===== src/rtl/serial_subtractor.sv =====
// serial_subtractor: bit-serial a - b, LSB first, one subtractor cell plus a
// borrow flip-flop. A start/done handshake frames each WIDTH-cycle operation.
// The result shift register is kept apart from the diff output register so a
// new operation never disturbs the last published result.
module serial_subtractor #(
  parameter int WIDTH = 4
) (
  input  logic             clk,
  input  logic             rst,
  input  logic             start,
  input  logic [WIDTH-1:0] a,
  input  logic [WIDTH-1:0] b,
  output logic             busy,
  output logic             done,
  output logic [WIDTH-1:0] diff,
  output logic             borrow
);

  localparam logic [1:0] ST_IDLE = 2'd0;
  localparam logic [1:0] ST_RUN  = 2'd1;
  localparam logic [1:0] ST_DONE = 2'd2;

  localparam int CW = (WIDTH > 2) ? $clog2(WIDTH) : 1;
  localparam logic [CW-1:0] CNT_LAST = CW'(WIDTH - 1);
  localparam logic [CW-1:0] CNT_ONE  = CW'(1);

  // Full-subtractor cell: returns {borrow_out, difference_bit}.
  function automatic logic [1:0] sub_cell(input logic ai, input logic bi, input logic bin);
    logic d;
    logic bout;
    d    = ai ^ bi ^ bin;
    bout = (~ai & bi) | (~(ai ^ bi) & bin);
    return {bout, d};
  endfunction

  logic [1:0]       state_r;
  logic [1:0]       state_next_s;
  logic             accept_s;
  logic             finish_s;
  logic [WIDTH-1:0] sa_r;
  logic [WIDTH-1:0] sb_r;
  logic [WIDTH-1:0] res_r;
  logic             br_r;
  logic [CW-1:0]    cnt_r;
  logic [1:0]       cell_s;
  logic             busy_r;
  logic             done_r;
  logic [WIDTH-1:0] diff_r;
  logic             borrow_r;

  // Current bit of the operation through the single subtractor cell.
  always_comb begin
    cell_s = sub_cell(sa_r[0], sb_r[0], br_r);
  end

  // Next-state logic; start is only honoured in IDLE and DONE.
  always_comb begin
    state_next_s = state_r;
    accept_s     = 1'b0;
    finish_s     = 1'b0;
    case (state_r)
      ST_IDLE: begin
        if (start) begin
          state_next_s = ST_RUN;
          accept_s     = 1'b1;
        end else begin
          state_next_s = ST_IDLE;
        end
      end
      ST_RUN: begin
        if (cnt_r == CNT_LAST) begin
          state_next_s = ST_DONE;
          finish_s     = 1'b1;
        end else begin
          state_next_s = ST_RUN;
        end
      end
      ST_DONE: begin
        if (start) begin
          state_next_s = ST_RUN;
          accept_s     = 1'b1;
        end else begin
          state_next_s = ST_IDLE;
        end
      end
      default: begin
        state_next_s = ST_IDLE;
      end
    endcase
  end

  // State and registered handshake outputs derived from the next state.
  always_ff @(posedge clk) begin
    if (rst) begin
      state_r <= ST_IDLE;
      busy_r  <= 1'b0;
      done_r  <= 1'b0;
    end else begin
      state_r <= state_next_s;
      busy_r  <= (state_next_s == ST_RUN);
      done_r  <= (state_next_s == ST_DONE);
    end
  end

  // Operand capture and per-bit shifting of operands, result and borrow.
  always_ff @(posedge clk) begin
    if (rst) begin
      sa_r  <= '0;
      sb_r  <= '0;
      res_r <= '0;
      br_r  <= 1'b0;
      cnt_r <= '0;
    end else if (accept_s) begin
      sa_r  <= a;
      sb_r  <= b;
      br_r  <= 1'b0;
      cnt_r <= '0;
    end else if (state_r == ST_RUN) begin
      sa_r  <= {1'b0, sa_r[WIDTH-1:1]};
      sb_r  <= {1'b0, sb_r[WIDTH-1:1]};
      res_r <= {cell_s[0], res_r[WIDTH-1:1]};
      br_r  <= cell_s[1];
      cnt_r <= cnt_r + CNT_ONE;
    end
  end

  // Publish diff/borrow only on the final bit; they hold otherwise.
  always_ff @(posedge clk) begin
    if (rst) begin
      diff_r   <= '0;
      borrow_r <= 1'b0;
    end else if (finish_s) begin
      diff_r   <= {cell_s[0], res_r[WIDTH-1:1]};
      borrow_r <= cell_s[1];
    end
  end

  assign busy   = busy_r;
  assign done   = done_r;
  assign diff   = diff_r;
  assign borrow = borrow_r;

endmodule


===== config.mk =====
export PLATFORM = sky130hd
export DESIGN_NAME = serial_subtractor
export DESIGN_NICKNAME = d
export VERILOG_FILES = /design/src/rtl/serial_subtractor.sv
export SDC_FILE = /design/constraint.sdc
export NUM_CORES = 1
export LEC_CHECK = 0
export CELL_PAD_IN_SITES_DETAIL_PLACEMENT = 0
export CELL_PAD_IN_SITES_GLOBAL_PLACEMENT = 2
export CORE_MARGIN = 4
export CORE_UTILIZATION = 27
export CTS_CLUSTER_SIZE = 16
export DETAILED_ROUTE_END_ITERATION = 10
export MAX_ROUTING_LAYER = met4
export PLACE_DENSITY = 0.75
export SLEW_MARGIN = 20
export SYNTH_ARGS = -nofsm -noshare
export SYNTH_HDL_FRONTEND = slang
export SYNTH_SLANG_ARGS = --single-unit

===== constraint.sdc =====
create_clock -name clk -period 1.2 [get_ports clk]
set_input_delay 0.24 -clock clk [delete_from_list [all_inputs] [get_ports clk]]
set_output_delay 0.24 -clock clk [all_outputs]
set_load 0.02 [all_outputs]

After elaboration in Yosys (flattened, before gate mapping):

Index checks and enable logic that the tools add are counted.

* word-level logic and storage cells: 40
* RAM bits: 0
* memories: 0
* bits in registers: 24
* bits in latches: 0
* bits in read-only memories: 0
* input port bits: 11
* output and inout port bits: 7

* reduce and logical (&&, ||, !) cells: 5
* multiplexer cells: 11
* $add $sub $neg: 1
* divide/modulo/power cells: 0
* multiply operators: 0
* eq/ne operators: 5
* shifts and indexed selects: 0
* bitwise operators: 8
* magnitude comparators: 0

Operators by type and width (number)
* $mux W4: 4
* $eq A2 B2 Y1 const B: 3
* $mux W1: 5
* $eq A2 B1 Y1 const B: 2
* $pmux W2 S2: 1
* $reduce_or A2 Y1: 2
* $not A1 Y1: 3
* $add A2 B1 Y2 const B: 1
* $and A1 B1 Y1: 2
* $logic_not A2 Y1: 1
* $mux W2: 1
* $reduce_and A2 Y1: 1
* $reduce_bool A2 Y1: 1
* $xor A1 B1 Y1: 2
* $or A1 B1 Y1: 1

Logic depth before layout (Yosys ltp):

* depth in word-level cells: 5
* mapped depth: 5
* depth with buffers taken out: 4

Worst setup path after synthesis:

OpenSTA, ideal clock, no wires.

* path type: register to register
* start: register sb_r[0]
* end: register br_r
* library setup time: 0.103 ns
* period minus slack after synthesis: 1.147 ns
* slack: 0.053 ns
* cell stages (with the launch flop): 4
* buffers on the path: 0
* arrival: 1.044 ns
* required time: 1.097 ns
* cells stage by stage: dfxtp_1 -> inv_1 -> fa_1 -> a2111oi_2

* longest elaborated chain between the ends: 4
* elaborated cells between the ends (all ways): 5
* classes of those cells: bitwise (5)

RTL lines
* start: declaration: line 41 `logic [WIDTH-1:0] sb_r;`
* start signal: assignment: line 120 `sb_r <= {1'b0, sb_r[WIDTH-1:1]};`
* $xor A1 B1 Y1: line 32 `bout = (~ai & bi) | (~(ai ^ bi) & bin);`
* $not A1 Y1: line 32
* $and A1 B1 Y1: line 32
* $or A1 B1 Y1 (*): line 32
* end signal: assignment: line 122 `br_r <= cell_s[1];`
* end: declaration: line 43 `logic br_r;`

Mark *: on every way between the ends. The rest lies on a longest branch, timed or not.
A chain may end at the register's enable or synchronous reset.

Worst setup path in the final report:

* start: register br_r
* end: register br_r

* longest elaborated chain between the ends: 2

RTL lines (line)
* $and A1 B1 Y1: 32
* $or A1 B1 Y1: 32

No other way between the ends.

==> impl_metrics.json <==
{
  "crit_path_end_kind": "register",
  "fin_skew_ns": 0.005960,
  "ant_nets": 0,
  "synthesis.nets": 110,
  "vias_per_cell": 4.485,
  "pin_count": 18,
  "stdcell_count": 169,
  "synthTopCellsByArea": "dfxtp_1, nand2_1, a21oi_1, nor3_1, mux2i_1",
  "ys_ff_latch": 23,
  "p_sw_uw": 386.3,
  "worstPathRequired_ns": 1.41,
  "cts_made_buffers": 3,
  "clock_path_buffers": 2,
  "crit_fanout": 2,
  "ys_seq_area_frac": 0.5027,
  "avgSynthCellArea_um2": 9.442,
  "status": "finished clean",
  "die_h_um": 66.24,
  "cts.sinks": 23,
  "netlist-cell-type-count": 26,
  "setup_violations": 0,
  "yosys_warnings": 0,
  "crit_type": "reg -> reg",
  "die-area_um2": 4388,
  "p_int_uw": 1066,
  "gr-total-overflow": 0,
  "worst_slack_ns": 0.02447,
  "htreeDepth": 1,
  "rsz0062_at_grt": "true",
  "clk_latency_ns": 0.31,
  "ctsHoldBuffers": 0,
  "dr.pass1.iters": 4,
  "maxCapViolCount": 0,
  "synth_async_sr_flop_share": 0,
  "grt_max_degree": 24,
  "drc": 0,
  "crit_path_start_kind": "register",
  "slew_violations": 0,
  "syn-cell-area_um2": 915.9,
  "clockPowerShare": 0.254,
  "drt_iter0_markers": 48,
  "p_comb_frac": 0.177,
  "grt_pass1_vias": 759,
  "syn_inst": 97,
  "numPortBuffers": 17,
  "worstMarginPinSlew_ns": 0.2631,
  "num_rows": 20,
  "p_seq_frac": 0.568,
  "min_path_type": "reg -> reg",
  "synth_commonest_cells": "dfxtp_1, nand2_1, a21oi_1, nor3_1, nor2_1",
  "cpPeakStageDelay_ns": 0.37,
  "track_usage": 0.09888,
  "yosysTopAreaCell": "dfxtp_1",
  "diodes": 0,
  "yosysMostFrequentCell": "dfxtp_1",
  "cts_tree": "built",
  "core_area_um2": 3153,
  "post_drt_wl_per_cell_um": 11.60,
  "post-place-cells": 163,
  "cts.clk_slew.worst_paths_ns": 0.13,
  "vias": 758,
  "crit_slowest_cell": "fa_2",
  "postLayoutCoreUtil": 0.3972,
  "post-route-period-util": 0.9796,
  "worstPathArrival_ns": 1.39,
  "start_util": 0.2905,
  "drive_above_1_share": 0.3520,
  "pre_cts_slack_ns": -0.1960,
  "ys.flop_type": "dfxtp_1",
  "antenna_found_initial": 0,
  "hpwl_um": 1381,
  "fin_crit_ns": 1.176,
  "area_growth_syn_to_layout_pct": 36.75,
  "p_total_uw": 1452,
  "cts_root_buffer": "clkbuf_4",
  "power.density_nw_per_um2": 1160,
  "die_x_um": 66.24,
  "netlist.area_leader.share": 0.5027,
  "nets": 139,
  "hold_viol": 0,
  "slew_headroom": 0.8243,
  "grt_pass1_wl_um": 3263,
  "power_leakage_uw": 0.0004711,
  "path_cells": "inv_2 > fa_2 > a2111oi_2",
  "nFillCells": 350,
  "peakVddDrop_v": 0.0003555,
  "switching_share": 0.2660,
  "wl_um": 1961,
  "gp_congestion": 0.7532,
  "synth_enable_flop_cells": 0,
  "fmax_mhz": 850.7
}
sequential cells by signal, summed over array words and instances, names as in the netlist:
| signal | flops |
|---|---|
| diff | 4 |
| sa_r | 4 |
| sb_r | 4 |
| res_r | 3 |
| cnt_r | 2 |
| state_r | 2 |
| borrow | 1 |
| br_r | 1 |
| busy | 1 |
| done | 1 |
layout by cell type (no fill, tap or decap), types with 2 or more instances in the layout:
cell	count
o22ai_1	3
buf_2	3
inv_2	2
a311oi_1	2
clkbuf_2	2
clkbuf_4	3
buf_4	13
nor3_1	8
dfxtp_2	5
a311oi_2	2
a21oi_1	8
nor2_1	7
dfxtp_1	17
nand2_1	14
clkdlybuf4s50_1	10
nand3_1	4
mux2i_1	3
layout make-up:
| class | instances | area (µm²) | share of cell area |
|---|---|---|---|
| Clock buffer | 3 | 22.52 | 0.01798 |
| Clock inverter | 1 | 5.005 | 0.003996 |
| Inverter | 2 | 7.507 | 0.005994 |
| Multi-Input combinational cell | 65 | 427.9 | 0.3417 |
| Sequential cell | 23 | 470.5 | 0.3756 |
| Tap cell | 44 | 55.05 | 0.04396 |
| Timing Repair Buffer | 31 | 264.0 | 0.2108 |
final timing paths:
kind / startpoint / endpoint / slack [ns] / depth (start not counted)
worst max-delay path: br_r / br_r / 0.02 / 3
worst max register to register: br_r / br_r / 0.02 / 3
worst min-delay path: diff[0] / diff[0] / 0.46 / 2
worst min register to register: diff[0] / diff[0] / 0.46 / 2
metal layers:
| metal | wire [µm] | global-route usage | vias to the layer above |
|---|---|---|---|
| met5 | 0 | - | - |
| met4 | 13 | 0.02284 | 0 |
| met3 | 86 | 0.02041 | 2 |
| met2 | 988 | 0.1747 | 18 |
| met1 | 871 | 0.1142 | 345 |
| li1 | - | - | 393 |
logic make-up after synthesis:
family,Yosys count,synth area share
fa+ha+maj,2,0.03552
simple gates,39,0.1940
flops,23,0.5027
buf+inv,10,0.07786
mux,3,0.03279
xor+xnor,1,0.009565
compound gates,19,0.1475
power by group through the flow:
stage / registers, µW / clock network, µW / logic (µW)
finish: 825 / 369 / 258
global route: 830 / 402 / 289
CTS: 822 / 377 / 242
detailed placement: 838 / 0 / 238
global placement: 837 / 0 / 236
floorplan: 838 / 0 / 142
critical path: cells and delay by family (launching register included):
family / cells / cell delay (ns)
AO/OA/AOI/OAI: 1 / 0.30
flip-flops: 1 / 0.36
adder cells (fa/ha/maj): 1 / 0.37
buffers and inverters: 1 / 0.04
metrics by stage:
| step | setup TNS, ns | cell area, µm² | hold WS (ns) |
|---|---|---|---|
| after global routing | -0.06396 | 1252 | 0.4957 |
| after global placement | -1.932 | 1187 | 0.4456 |
| after CTS | -0.002613 | 1226 | 0.4677 |
| after detailed placement | -2.026 | 1187 | 0.4488 |
| after floorplan | 0 | 915.9 | 0.3089 |
| final | 0 | 1252 | 0.4602 |
timing repair:
item | 4_1_cts | 5_1_grt
endpoints found under the hold margin | 0 | 0
resized for setup | 20 | 24
cloned | 0 | 1
buffers inserted | 0 | 1
pin swaps | 0 | 4
setup endpoints to repair | 21 | 25
Power figures use the tool's default switching activity.
